File: src/rtl/prog_loader.sv
// Program loader and run controller: streams host words into instruction memory,
// pulses the CPU start line, then times the run until done or timeout.
module prog_loader #(
    parameter int unsigned D            = 10,
    parameter int unsigned W            = 9,
    parameter int unsigned START_CYCLES = 2,
    parameter int unsigned TIMEOUT      = 4095
) (
    input  logic         clk,
    input  logic         reset,
    input  logic         in_valid,
    output logic         in_ready,
    input  logic [W-1:0] in_data,
    input  logic         in_last,
    output logic         imem_we,
    output logic [D-1:0] imem_addr,
    output logic [W-1:0] imem_wdata,
    output logic         start,
    input  logic         done,
    output logic [D:0]   prog_len,
    output logic [15:0]  cycle_count,
    output logic         finished,
    output logic [1:0]   error,
    input  logic         ack
);

    typedef enum logic [2:0] {
        StIdle, StLoad, StDrain, StStart, StRun, StFinish, StErr
    } state_e;

    localparam int unsigned ScW        = (START_CYCLES > 1) ? $clog2(START_CYCLES) : 1;
    localparam logic [D:0]  LastAddr   = {1'b0, {D{1'b1}}};
    localparam logic [15:0] TimeoutCnt = 16'(TIMEOUT);
    localparam logic [ScW-1:0] StartLast = ScW'(START_CYCLES - 1);

    state_e         state;
    logic [ScW-1:0] start_cnt;
    logic           xfer;
    logic [15:0]    cycle_next;

    assign in_ready   = (state == StIdle) || (state == StLoad);
    assign xfer       = in_valid && in_ready;
    assign cycle_next = cycle_count + 16'd1;

    always_ff @(posedge clk or negedge reset) begin
        if (!reset) begin
            state       <= StIdle;
            start_cnt   <= '0;
            imem_we     <= 1'b0;
            imem_addr   <= '0;
            imem_wdata  <= '0;
            start       <= 1'b0;
            prog_len    <= '0;
            cycle_count <= '0;
            finished    <= 1'b0;
            error       <= 2'd0;
        end else begin
            imem_we <= 1'b0;
            case (state)
                StIdle, StLoad: begin
                    // prog_len is 0 in IDLE, so it doubles as the next write address
                    if (xfer) begin
                        imem_we    <= 1'b1;
                        imem_addr  <= prog_len[D-1:0];
                        imem_wdata <= in_data;
                        prog_len   <= prog_len + (D+1)'(1);
                        if (in_last) begin
                            state <= StDrain;
                        end else if (prog_len == LastAddr) begin
                            state <= StErr;
                            error <= 2'd1;
                        end else begin
                            state <= StLoad;
                        end
                    end
                end
                StDrain: begin
                    state     <= StStart;
                    start     <= 1'b1;
                    start_cnt <= '0;
                end
                StStart: begin
                    if (start_cnt == StartLast) begin
                        start <= 1'b0;
                        state <= StRun;
                    end else begin
                        start_cnt <= start_cnt + ScW'(1);
                    end
                end
                StRun: begin
                    if (done) begin
                        finished <= 1'b1;
                        state    <= StFinish;
                    end else begin
                        cycle_count <= cycle_next;
                        if (cycle_next == TimeoutCnt) begin
                            state <= StErr;
                            error <= 2'd2;
                        end
                    end
                end
                StFinish, StErr: begin
                    if (ack) begin
                        state       <= StIdle;
                        prog_len    <= '0;
                        cycle_count <= '0;
                        finished    <= 1'b0;
                        error       <= 2'd0;
                    end
                end
                default: state <= StIdle;
            endcase
        end
    end

endmodule

File: config.mk
export PLATFORM = sky130hd
export DESIGN_NAME = prog_loader
export DESIGN_NICKNAME = d
export VERILOG_FILES = /design/src/rtl/prog_loader.sv
export SDC_FILE = /design/constraint.sdc
export NUM_CORES = 1
export LEC_CHECK = 0
export ABC_AREA = 1
export BUFFER_PORTS_ARGS = -buffer_cell sky130_fd_sc_hd__buf_4
export CAP_MARGIN = 40
export CORE_MARGIN = 5
export CORE_UTILIZATION = 43
export DETAILED_ROUTE_END_ITERATION = 12
export PLACE_DENSITY_LB_ADDON = 0.15
export SLEW_MARGIN = 10
export SYNTH_ARGS = -nofsm -noshare
export SYNTH_HDL_FRONTEND = slang
export SYNTH_SLANG_ARGS = --single-unit
File: constraint.sdc
create_clock -name clk -period 2.2 [get_ports clk]
set_input_delay 0.22 -clock clk [delete_from_list [all_inputs] [get_ports clk]]
set_output_delay 0.22 -clock clk [all_outputs]
set_load 0.01 [all_outputs]
==> reports/metrics.cfg <==
[status]
result_of_the_run = completed

[drt]
routed-wl-met2_mm = 3.30
detailed_route_iter0_violations = 115
routed_wl_mm = 6.77
wl_met3_um = 406
post_drt_antenna_nets = 0
top_layer_used = met4
remaining_drc_errors = 0
detail_route.wirelength.met1_mm = 2.99
via_count_of_the_routed_design = 2602
wire_per_inst_um = 13.0
dr.pass1.iters = 4
detail_route.vias_per_cell = 4.99

[critical_path]
crit_arrival_ns = 2.17
critical_path.most_common_cell = sky130_fd_sc_hd__nand2_1
critical_path.reg2reg.startpoint = cycle_count[1]
cp_data_required_time_ns = 2.40
cpLargestDelayFamily = simple AND/OR/NAND/NOR gates
startpoint_type = flop
setup.reg_to_reg.worst_slack_ns = 0.23
worst_r2r_endpoint = state[0]
cp_num_buf_inv = 0
timing_worst_setup_path_type = flop to flop
worstRegToRegCells = 12
critPathMaxStageDelay_ns = 0.42
crit_path_top_delay_cell = sky130_fd_sc_hd__dfrtp_2
worst_setup_path_end_kind = flop
crit_path_cell_trace = ha_2 -> nand3_1 -> nor2_2 -> nand3_1 -> nand2_1 -> nand2_1 -> nor3_2 -> nand3_2 -> nand2_2 -> nand2_2 -> nand2_1 -> nand2_1
crit_fanout = 6

[min_path]
min-delay-start = in_data[7]
holdPathStages = 3
hold_path_class = primary input to flop
hold-path-endpoint = imem_wdata[7]

[clock_tree]
tritoncts = built
clk-insertion-delay-late_ns = 0.32
cts-root-to-sink-buffers = 2
clock-sinks = 55
ctsRootBufferMaster = sky130_fd_sc_hd__clkbuf_8
tritoncts.num_buffers = 5
ctsHtreeMaxLevel = 2
clkTransAtPathRegs_ns = 0.10

[timing]
achievable-frequency_mhz = 509
final_hold_viol_count = 0
slew_headroom_pct = 50.7
skew_ns = 0.0156
final.period_utilization_pct = 89.4
hold_ws_ns = 0.0993
setup-violations-final = 0
worst-slew-pin-transition_ns = 0.739
min_period_ns = 1.97
drv_slew = 0

[grt]
grt_max_degree = 56
grt_overflow = 0
grt_antenna_before_repair = 0
grt.total_usage_pct = 16.5
first_global_vias = 2460
grt_first_pass_wirelength_mm = 11.5

[floorplan]
floorplan.die.width_um = 91.3
die_y_um = 91.3
die_area_um2 = 8330
starting_density_of_the_core_pct = 44.5
core_um2 = 6390
floorplan.io_pins = 67
num_rows = 29

[logic_synthesis]
synth_seq_area_share_pct = 48.4
yosysMostFrequentCell = sky130_fd_sc_hd__nand2_1
post-synth-top-area-fraction_pct = 48.4
synth_cells = 370
synth_area_leaders = sky130_fd_sc_hd__dfrtp_1 48%, sky130_fd_sc_hd__nand2_1 17%, sky130_fd_sc_hd__inv_1 5.8%, sky130_fd_sc_hd__o21ai_0 4.2%, sky130_fd_sc_hd__nor2_1 4.0%
yosysWarnings = 0
ys_ff_latch = 55
synth_nets = 388
count_of_flip_flops_with_a_built_in_enable_after_synthesis = 0
post_synth_num_cell_types = 30
ys_top_cells_by_count = 126 x sky130_fd_sc_hd__nand2_1, 55 x sky130_fd_sc_hd__dfrtp_1, 44 x sky130_fd_sc_hd__inv_1, 30 x sky130_fd_sc_hd__nor2_1, 24 x sky130_fd_sc_hd__o21ai_0
synth-async-reset-ratio_pct = 100
synth_flop_cell = sky130_fd_sc_hd__dfrtp_1
synthDominantAreaCellType = sky130_fd_sc_hd__dfrtp_1
avgSynthCellArea_um2 = 7.68
synth.cell_area_um2 = 2840

[power_and_ir_drop]
power_density_over_the_cells_nw_per_um2 = 1040
ir_worst_vdd_mv = 0.609
cellLeakagePower_uw = 0.00176

[final_layout]
multiInputGateArea_um2 = 1270
antenna_cells_inserted = 0
fin_nets = 461
filler_cell_count = 626
drive_above_1_share_pct = 24.1
seqCellArea_um2 = 1380
growth_of_design_area_from_synthesis_to_finish_pct = 24.9
finalNonFillerCells = 521

[placed_design]
buffer_ports.inserted = 66
dpl.cell_count = 511
gp_congestion = 0.834
dpl.hpwl_mm = 5.02

[job]
maxCapViolCount = 0

[worst max path at each step]
stage              startpoint  endpoint  slack [ns]  cells after the start
2_1_floorplan  cycle_count[1]  state[2]        0.42                     12
3_3_place_gp   cycle_count[1]  error[1]        0.13                     12
3_5_place_dp   cycle_count[1]  state[0]        0.12                     12
4_1_cts        cycle_count[1]  state[0]        0.09                     12
5_1_grt        cycle_count[1]  state[1]       -0.01                     12
6_report       cycle_count[1]  state[0]        0.23                     12
[sequential cells by signal, indices dropped and copies added (netlist names), 2 cells and up]
signal	cells
cycle_count	16
error	2
imem_addr	10
imem_wdata	9
prog_len	11
state	3
[per-layer routing]
| layer | global-route usage (%) | vias to the layer above |
|---|---|---|
| met1 | 21.0 | 1206 |
| met4 | 5.01 | 0 |
| met3 | 5.12 | 9 |
| met2 | 27.1 | 59 |
| met5 | 0 | - |
| li1 | - | 1328 |
[area by class of cell]
type / count / share of cell area [%]
clock buffer: 6 / 2.04
clock inverter: 2 / 0.458
inverter: 50 / 5.29
multi-input combinational: 261 / 35.8
sequential: 55 / 38.8
tap: 77 / 2.71
timing repair buffer: 70 / 14.9
[metrics by stage]
stage,setup slack (ns),cell area (um2),util [%],TNS [ns],power (uW)
final,0.234,3550,55.6,0,3690
after global routing,-0.0110,3550,55.6,-0.0451,3970
after CTS,0.0933,3530,55.3,0,3740
after detailed placement,0.119,3430,53.7,0,3150
after global placement,0.131,3420,53.6,0,3110
after floorplan,0.420,2840,-,0,2450
[logic make-up after synthesis]
family,count (synthesis),share of synthesized area (%)
xor+xnor,1,0.308
buf+inv,54,7.18
fa+ha+maj,3,1.32
simple gates,208,33.2
compound gates,49,9.56
flops,55,48.4
[worst register-to-register path, cell delays in order, from the launching register on]
cell and delay, ns:
sky130_fd_sc_hd__dfrtp_2 0.42, sky130_fd_sc_hd__ha_2 0.23, sky130_fd_sc_hd__nand3_1 0.15, sky130_fd_sc_hd__nor2_2 0.20, sky130_fd_sc_hd__nand3_1 0.09, sky130_fd_sc_hd__nand2_1 0.07, sky130_fd_sc_hd__nand2_1 0.07, sky130_fd_sc_hd__nor3_2 0.20
sky130_fd_sc_hd__nand3_2 0.12, sky130_fd_sc_hd__nand2_2 0.11, sky130_fd_sc_hd__nand2_2 0.07, sky130_fd_sc_hd__nand2_1 0.07, sky130_fd_sc_hd__nand2_1 0.06
[power by group]
part | internal (uW) | total, uW | switching (uW) | leakage [uW]
clock | 230 | 578 | 348 | 0.0000418
sequential | 1300 | 1510 | 218 | 0.000725
combinational | 661 | 1590 | 933 | 0.000996
[cell usage in the layout, fill, tap and decap left out, types with 2 or more instances in the layout]
master,instances
sky130_fd_sc_hd__nor2_4,4
sky130_fd_sc_hd__o22ai_1,10
sky130_fd_sc_hd__ha_1,2
sky130_fd_sc_hd__nand2_2,6
sky130_fd_sc_hd__nor2_1,29
sky130_fd_sc_hd__nor2_2,5
sky130_fd_sc_hd__a21oi_1,10
sky130_fd_sc_hd__nand3_1,21
sky130_fd_sc_hd__nand3_2,2
sky130_fd_sc_hd__o21ai_0,24
sky130_fd_sc_hd__nand4_1,5
sky130_fd_sc_hd__nor3_1,4
sky130_fd_sc_hd__buf_4,69
sky130_fd_sc_hd__inv_1,44
sky130_fd_sc_hd__inv_2,5
sky130_fd_sc_hd__dfrtp_1,54
sky130_fd_sc_hd__clkbuf_8,5
sky130_fd_sc_hd__nand2_1,126
sky130_fd_sc_hd__nor3_2,3
[timing repair]
item                                   CTS  global route
setup endpoints to repair                0             5
endpoints found under the hold margin   55             0
hold buffers                             1             0
setup buffers                            0             1
resized for setup                        0             4
No activity file was read; power rests on OpenSTA's default activity.
